### src/rtl/mem_stage_pkg.sv
// Shared definitions for the MEM pipeline stage: default widths and FSM states.
package mem_stage_pkg;

  localparam int DATA_W_DEF = 32;
  localparam int PC_W_DEF   = 64;
  localparam int RD_W_DEF   = 5;

  typedef enum logic [1:0] {
    IDLE = 2'd0,
    REQ  = 2'd1,
    DONE = 2'd2
  } state_t;

endpackage

### src/rtl/mem_wb_reg.sv
// MEM/WB pipeline register: loads the retiring instruction or inserts a bubble.
module mem_wb_reg
  import mem_stage_pkg::*;
#(
  parameter int DATA_W = DATA_W_DEF,
  parameter int RD_W   = RD_W_DEF
) (
  input  logic              clk,
  input  logic              arst_n,
  input  logic              load,
  input  logic              regwrite,
  input  logic              memtoreg,
  input  logic [DATA_W-1:0] aluout,
  input  logic [DATA_W-1:0] rdata,
  input  logic [RD_W-1:0]   rd,
  output logic              mem_wb_regwrite,
  output logic              mem_wb_memtoreg,
  output logic [DATA_W-1:0] mem_wb_aluout,
  output logic [DATA_W-1:0] mem_wb_rdata,
  output logic [RD_W-1:0]   mem_wb_rd
);

  // MEM -> WB boundary: a bubble kills the control bits and leaves data untouched
  always_ff @(posedge clk or negedge arst_n) begin
    if (!arst_n) begin
      mem_wb_regwrite <= 1'b0;
      mem_wb_memtoreg <= 1'b0;
      mem_wb_aluout   <= '0;
      mem_wb_rdata    <= '0;
      mem_wb_rd       <= '0;
    end else if (load) begin
      mem_wb_regwrite <= regwrite;
      mem_wb_memtoreg <= memtoreg;
      mem_wb_aluout   <= aluout;
      mem_wb_rdata    <= rdata;
      mem_wb_rd       <= rd;
    end else begin
      mem_wb_regwrite <= 1'b0;
      mem_wb_memtoreg <= 1'b0;
    end
  end

endmodule

### src/rtl/mem_stage_ctrl.sv
// MEM stage controller: stalls the front of the pipe around each data-memory
// access, drives the memory request, and feeds the MEM/WB register.
module mem_stage_ctrl
  import mem_stage_pkg::*;
#(
  parameter int DATA_W = DATA_W_DEF,
  parameter int PC_W   = PC_W_DEF,
  parameter int RD_W   = RD_W_DEF
) (
  input  logic              clk,
  input  logic              arst_n,
  input  logic [DATA_W-1:0] ex_mem_aluout,
  input  logic [DATA_W-1:0] ex_mem_dreg2,
  input  logic [RD_W-1:0]   ex_mem_inst2,
  input  logic              ex_mem_writeback1,
  input  logic              ex_mem_writeback2,
  input  logic              ex_mem_memwrite,
  input  logic              ex_mem_memread,
  input  logic              ex_mem_membranch,
  input  logic              ex_mem_zero,
  input  logic [PC_W-1:0]   ex_mem_branchpc,
  output logic              dmem_req,
  output logic              dmem_we,
  output logic [DATA_W-1:0] dmem_addr,
  output logic [DATA_W-1:0] dmem_wdata,
  input  logic              dmem_ack,
  input  logic [DATA_W-1:0] dmem_rdata,
  output logic              pipe_en,
  output logic              pcsrc,
  output logic [PC_W-1:0]   branch_target,
  output logic              mem_wb_regwrite,
  output logic              mem_wb_memtoreg,
  output logic [DATA_W-1:0] mem_wb_rdata,
  output logic [DATA_W-1:0] mem_wb_aluout,
  output logic [RD_W-1:0]   mem_wb_rd,
  output logic [15:0]       stall_cnt
);

  function automatic logic [15:0] sat_inc16(input logic [15:0] v);
    return (v == 16'hFFFF) ? v : v + 16'd1;
  endfunction

  state_t            state;
  state_t            state_nxt;
  logic              access;
  logic              start_req;
  logic              capture;
  logic [DATA_W-1:0] rdata_cap;
  logic [DATA_W-1:0] wb_rdata;

  assign access        = ex_mem_memread | ex_mem_memwrite;
  assign pcsrc         = ex_mem_membranch & ex_mem_zero & (state == IDLE);
  assign branch_target = ex_mem_branchpc;
  assign wb_rdata      = (state == DONE) ? rdata_cap : '0;

  // FSM state register
  always_ff @(posedge clk or negedge arst_n) begin
    if (!arst_n) state <= IDLE;
    else         state <= state_nxt;
  end

  // Next state, pipeline enable and memory-port strobes
  always_comb begin
    state_nxt = state;
    pipe_en   = 1'b1;
    start_req = 1'b0;
    capture   = 1'b0;
    case (state)
      IDLE: begin
        pipe_en = ~access;
        if (access) begin
          start_req = 1'b1;
          state_nxt = REQ;
        end
      end
      REQ: begin
        pipe_en = 1'b0;
        if (dmem_ack) begin
          capture   = 1'b1;
          state_nxt = DONE;
        end
      end
      DONE: begin
        state_nxt = IDLE;
      end
      default: begin
        state_nxt = IDLE;
      end
    endcase
  end

  // Memory port registers; a read-and-write op is treated as a write returning 0
  always_ff @(posedge clk or negedge arst_n) begin
    if (!arst_n) begin
      dmem_req   <= 1'b0;
      dmem_we    <= 1'b0;
      dmem_addr  <= '0;
      dmem_wdata <= '0;
      rdata_cap  <= '0;
    end else if (start_req) begin
      dmem_req   <= 1'b1;
      dmem_we    <= ex_mem_memwrite;
      dmem_addr  <= ex_mem_aluout;
      dmem_wdata <= ex_mem_dreg2;
    end else if (capture) begin
      dmem_req  <= 1'b0;
      rdata_cap <= dmem_we ? '0 : dmem_rdata;
    end
  end

  // Count every edge on which the front of the pipe is held
  always_ff @(posedge clk or negedge arst_n) begin
    if (!arst_n)      stall_cnt <= '0;
    else if (!pipe_en) stall_cnt <= sat_inc16(stall_cnt);
  end

  mem_wb_reg #(
    .DATA_W (DATA_W),
    .RD_W   (RD_W)
  ) u_mem_wb (
    .clk             (clk),
    .arst_n          (arst_n),
    .load            (pipe_en),
    .regwrite        (ex_mem_writeback1),
    .memtoreg        (ex_mem_writeback2),
    .aluout          (ex_mem_aluout),
    .rdata           (wb_rdata),
    .rd              (ex_mem_inst2),
    .mem_wb_regwrite (mem_wb_regwrite),
    .mem_wb_memtoreg (mem_wb_memtoreg),
    .mem_wb_aluout   (mem_wb_aluout),
    .mem_wb_rdata    (mem_wb_rdata),
    .mem_wb_rd       (mem_wb_rd)
  );

endmodule

### config.mk
export PLATFORM = sky130hd
export DESIGN_NAME = mem_stage_ctrl
export DESIGN_NICKNAME = d
export VERILOG_FILES = /design/src/rtl/mem_stage_pkg.sv /design/src/rtl/mem_wb_reg.sv /design/src/rtl/mem_stage_ctrl.sv
export SDC_FILE = /design/constraint.sdc
export NUM_CORES = 1
export LEC_CHECK = 0
export ABC_AREA = 1
export BUFFER_PORTS_ARGS = -buffer_cell sky130_fd_sc_hd__buf_2
export CORE_AREA = 2 2 155 157
export DETAILED_ROUTE_END_ITERATION = 10
export DIE_AREA = 0 0 157 159
export GPL_ROUTABILITY_DRIVEN = 0
export PLACE_DENSITY = 0.65
export SLEW_MARGIN = 30
export SYNTH_ARGS = -nofsm -noshare
export SYNTH_HDL_FRONTEND = slang
export SYNTH_SLANG_ARGS = --single-unit
### constraint.sdc
create_clock -name clk -period 3.9 [get_ports clk]
set_input_delay 0.195 -clock clk [delete_from_list [all_inputs] [get_ports clk]]
set_output_delay 0.195 -clock clk [all_outputs]
set_load 0.01 [all_outputs]
==> out/qor_table.md <==
| Stage | Item | Reported |
| --- | --- | --- |
| clock network | Maximum buffer depth of the clock tree | 2 |
| power | Post-layout power | 7.39 mW |
| floorplan | Initial cell density of the core | 34.5% |
| sta | Max Slew Vio Count | 0 |
| routing | Routed via count | 6155 |
| place | Worst-case setup slack after placement | 1830 ps |
| synth | Cell Area, Synth | 8000 µm² |
| routing | Routed Antenna Nets | 0 |
| clock network | Number of clock buffers inserted by TritonCTS | 17 |
| synth | Avg Cell Area, Syn | 9.87 µm² |
| sta | Fraction of the cycle the final worst path needs | 52.8% |
| setup path | Critical register-to-register path startpoint | stall_cnt[0]$_DFFE_PN0P_ |
| setup path | CP arrival | 2370 ps |
| status | Result of the run | finished, final reports clean |
| routing | Drt via density | 4.43 |
| clock network | Root buffer selected by CTS | sky130_fd_sc_hd__clkbuf_16 |
| cells and area | Most frequent cells in the layout | 263 x sky130_fd_sc_hd__buf_2, 187 x sky130_fd_sc_hd__dfrtp_1, 181 x sky130_fd_sc_hd__nand2_1, 94 x sky130_fd_sc_hd__o21ai_0, 80 x sky130_fd_sc_hd__inv_1 |
| clock network | Later-pin clock latency in the skew report | 420 ps |
| hold path | WHS Endpoint | rdata_cap[28]$_DFFE_PN0P_ |
| routing | Final Routed Wirelength | 19700 µm |
| sta | Transition time at the pin with the least slew margin | 684 ps |
| routing | Detailed router's first-iteration violation count | 323 |
| synth | Share of synthesized cell area in and, or, nand and nor gates | 14.0% |
| synth | Synth Area in Adders | 0.156% |
| routing | Number of iterations in the first detailed-routing pass | 5 |
| cells and area | Area added between synthesis and finish | 28.6% |
| sta | Accumulated negative setup slack | 0 ps |
| sta | Minimum clock period after layout | 2060 ps |
| global route | Antenna violations before repair | 0 |
| setup path | Crit path kind | register to register |
| synth | Post-synthesis cell type count | 28 |
| sta | Final setup slack of the worst path | 1840 ps |
| setup path | Crit start category | register |
| floorplan | Die span in y | 159 µm |
| power | Pwr per Cell Area | 719 nW/µm² |
| power | IR drop worst, VDD | 274 µV |
| cells and area | Most common cell after layout, fill and taps aside | sky130_fd_sc_hd__buf_2 |
| cells and area | Number of filler instances in the final layout | 2233 |
| setup path | Register-to-register setup slack | 1840 ps |
| hold path | Hold Path Origin | dmem_rdata[28] |
| floorplan | Number of top-level pins | 393 |
| floorplan | Row count | 56 |
| sta | Setup repair after global routing missed its margin | false |
| floorplan | Area of the die | 25000 µm² |
| cells and area | Fraction of final layout cells with drive strength greater than 1 | 34.1% |
| setup path | Worst r2r path cells | 9 |
| synth | Post-synthesis mux area share | 4.50% |
| global route | Global-route usage over all layers | 15.7% |
| clock network | Clk sink count | 187 |
| clock network | Clock edge transition at the registers on the reported setup and hold paths | 80 ps |
| synth | Part of the Yosys area used for sequential elements | 58.5% |
| hold path | Hold/Removal Path Class | input pin to register |
| hold path | Number of instances on the worst hold path | 3 |
| sta | Number of failing setup endpoints in the final timing report | 0 |
| cells and area | Antenna diode count | 0 |
| cells and area | Final net count | 1232 |
| setup path | Crit path capture type | register |
| routing | DRC Markers | 0 |
| global route | Vias in the first global route | 6119 |
| sta | Final hold violations | 0 |
| place | Count of port buffers added during placement | 264 |
| floorplan | Die outline width | 157 µm |
| synth | Number of nets in the synthesized netlist | 986 |
| sta | Max-Slew Margin vs Limit | 54.4% |
| setup path | Maximum net fanout on the critical path | 22 |
| flow run | Max-cap viol count | 0 |
| floorplan | Area of the core region | 23200 µm² |
| sta | Highest attainable clock frequency | 0.486 GHz |
| synth | Yosys warning count | 0 |
| synth | Number of synthesized register bits | 187 |
| place | Detail Placement HPWL | 13500 µm |
| synth | Gate Count Post-Synth | 811 |
| sta | Final clock skew | 9.74 ps |
| synth | Parity-gate share of the synthesized area counting xor and xnor cells | 0.547% |
| setup path | Required @ worst endpoint | 4210 ps |
| cells and area | Utilization after layout | 44.4% |
| clock network | CTS H-tree depth | 4 |
| synth | Main combinational cell family by area after synthesis | simple AND/OR/NAND/NOR gates |
| global route | Pin count of the biggest net entering global routing | 106 |
| clock network | TritonCTS clock tree | built |
| synth | Share of the synthesized area in compound gates (AO/OA/AOI/OAI) | 8.96% |
| setup path | Startpoint of the worst setup timing path | stall_cnt[0]$_DFFE_PN0P_ |
| power | P_leak | 5.26 nW |
| setup path | Endpoint of the lowest-slack register-to-register path | stall_cnt[6]$_DFFE_PN0P_ |
| routing | Avg WL per Cell | 14.2 µm |
| clock network | Number of resized instances in the post-cts repair step | 0 |
| global route | Gr ovfl total | 0 |
| global route | Global-route wire length before repair | 31300 µm |
report_power, final:
part / internal (mW) / switching [mW] / total [mW]
sequential: 2.74 / 0.430 / 3.17
combinational: 1.00 / 1.41 / 2.41
clock: 0.994 / 0.820 / 1.81
total: 4.74 / 2.66 / 7.39
how the worst max path moves through the flow:
stage | end | slack (ps) | cells past startpoint
3_3_place_gp | u_mem_wb.mem_wb_rdata[29]$_DFFE_PN0P_ | 1860 | 8
2_1_floorplan | stall_cnt[10]$_DFFE_PN0P_ | 2400 | 9
4_1_cts | u_mem_wb.mem_wb_rdata[19]$_DFFE_PN0P_ | 1820 | 7
3_5_place_dp | u_mem_wb.mem_wb_rdata[19]$_DFFE_PN0P_ | 1830 | 7
6_report | stall_cnt[6]$_DFFE_PN0P_ | 1840 | 9
5_1_grt | u_mem_wb.mem_wb_rdata[28]$_DFFE_PN0P_ | 1570 | 7
cell families (layout without fill, tap and decap cells):
group,after synthesis,in the layout
xor gates and xnor gates,5,5
DFF,187,187
buffers and inverters,186,445
adders and majority gates,1,1
muxes,32,32
and+or+nand+nor,262,262
AOI/OAI and AO/OA,138,138
critical path, stage by stage, from the launching register on:
cell	delay, ps
sky130_fd_sc_hd__dfrtp_1	450
sky130_fd_sc_hd__ha_1	310
sky130_fd_sc_hd__nand3_4	140
sky130_fd_sc_hd__inv_2	50
sky130_fd_sc_hd__nand2_2	70
sky130_fd_sc_hd__nor2_4	40
sky130_fd_sc_hd__nor2_4	480
sky130_fd_sc_hd__inv_2	220
sky130_fd_sc_hd__nand2_1	110
sky130_fd_sc_hd__nand2_1	50
area by class of cell:
| type | instances | area [µm²] | area share [%] |
|---|---|---|---|
| sequential | 187 | 4680 | 45.5 |
| multi-input combinational | 438 | 2270 | 22.1 |
| timing repair buffer | 327 | 2000 | 19.4 |
| clock buffer | 18 | 439 | 4.27 |
| tap | 319 | 399 | 3.88 |
| inverter | 86 | 324 | 3.15 |
| clock inverter | 14 | 181 | 1.76 |
through the flow:
step / cells / hold slack (ps) / area, µm²
3_3_place_gp: 1299 / 354 / 9050
6_report: 1389 / 24.7 / 10300
5_1_grt: 1389 / 11.8 / 10300
3_5_place_dp: 1300 / 363 / 9080
4_1_cts: 1388 / 0.693 / 10300
2_1_floorplan: 811 / -101 / 8000
flip-flops by register name, indices dropped and copies added, names as in the netlist:
| register | flops |
|---|---|
| dmem_addr | 32 |
| dmem_req | 1 |
| dmem_wdata | 32 |
| dmem_we | 1 |
| rdata_cap | 32 |
| stall_cnt | 16 |
| state | 2 |
| u_mem_wb.mem_wb_aluout | 32 |
| u_mem_wb.mem_wb_memtoreg | 1 |
| u_mem_wb.mem_wb_rd | 5 |
| u_mem_wb.mem_wb_rdata | 32 |
| u_mem_wb.mem_wb_regwrite | 1 |
timing repair:
action	CTS	global route
buffers inserted	0	0
hold buffers	56	0
hold endpoints to repair	157	0
cell usage after synthesis (all sizes together):
| master | instances | area [µm²] |
|---|---|---|
| nor2 | 24 | 120 |
| a21oi | 1 | 5.00 |
| o21ai | 137 | 712 |
| dfrtp | 187 | 4680 |
| ha | 1 | 12.5 |
| buf | 91 | 712 |
| xor2 | 4 | 35.0 |
| nand2 | 190 | 738 |
| inv | 86 | 323 |
| and3 | 1 | 6.26 |
| mux2 | 32 | 360 |
| nand4 | 6 | 37.5 |
| clkbuf | 9 | 35.0 |
| nand3 | 41 | 218 |
| xnor2 | 1 | 8.76 |
per-layer routing:
layer  share of wire, %  up-vias  GRT usage [%]  wire, µm
met5                  0        -              0         0
met2                 47      218           25.6      9350
met4                1.4        0           4.71       268
li1                   -     3022              -         -
met3                7.0       24           4.84      1380
met1                 44     2891           20.0      8700
Note: power is estimated with default switching activity, not from simulation.
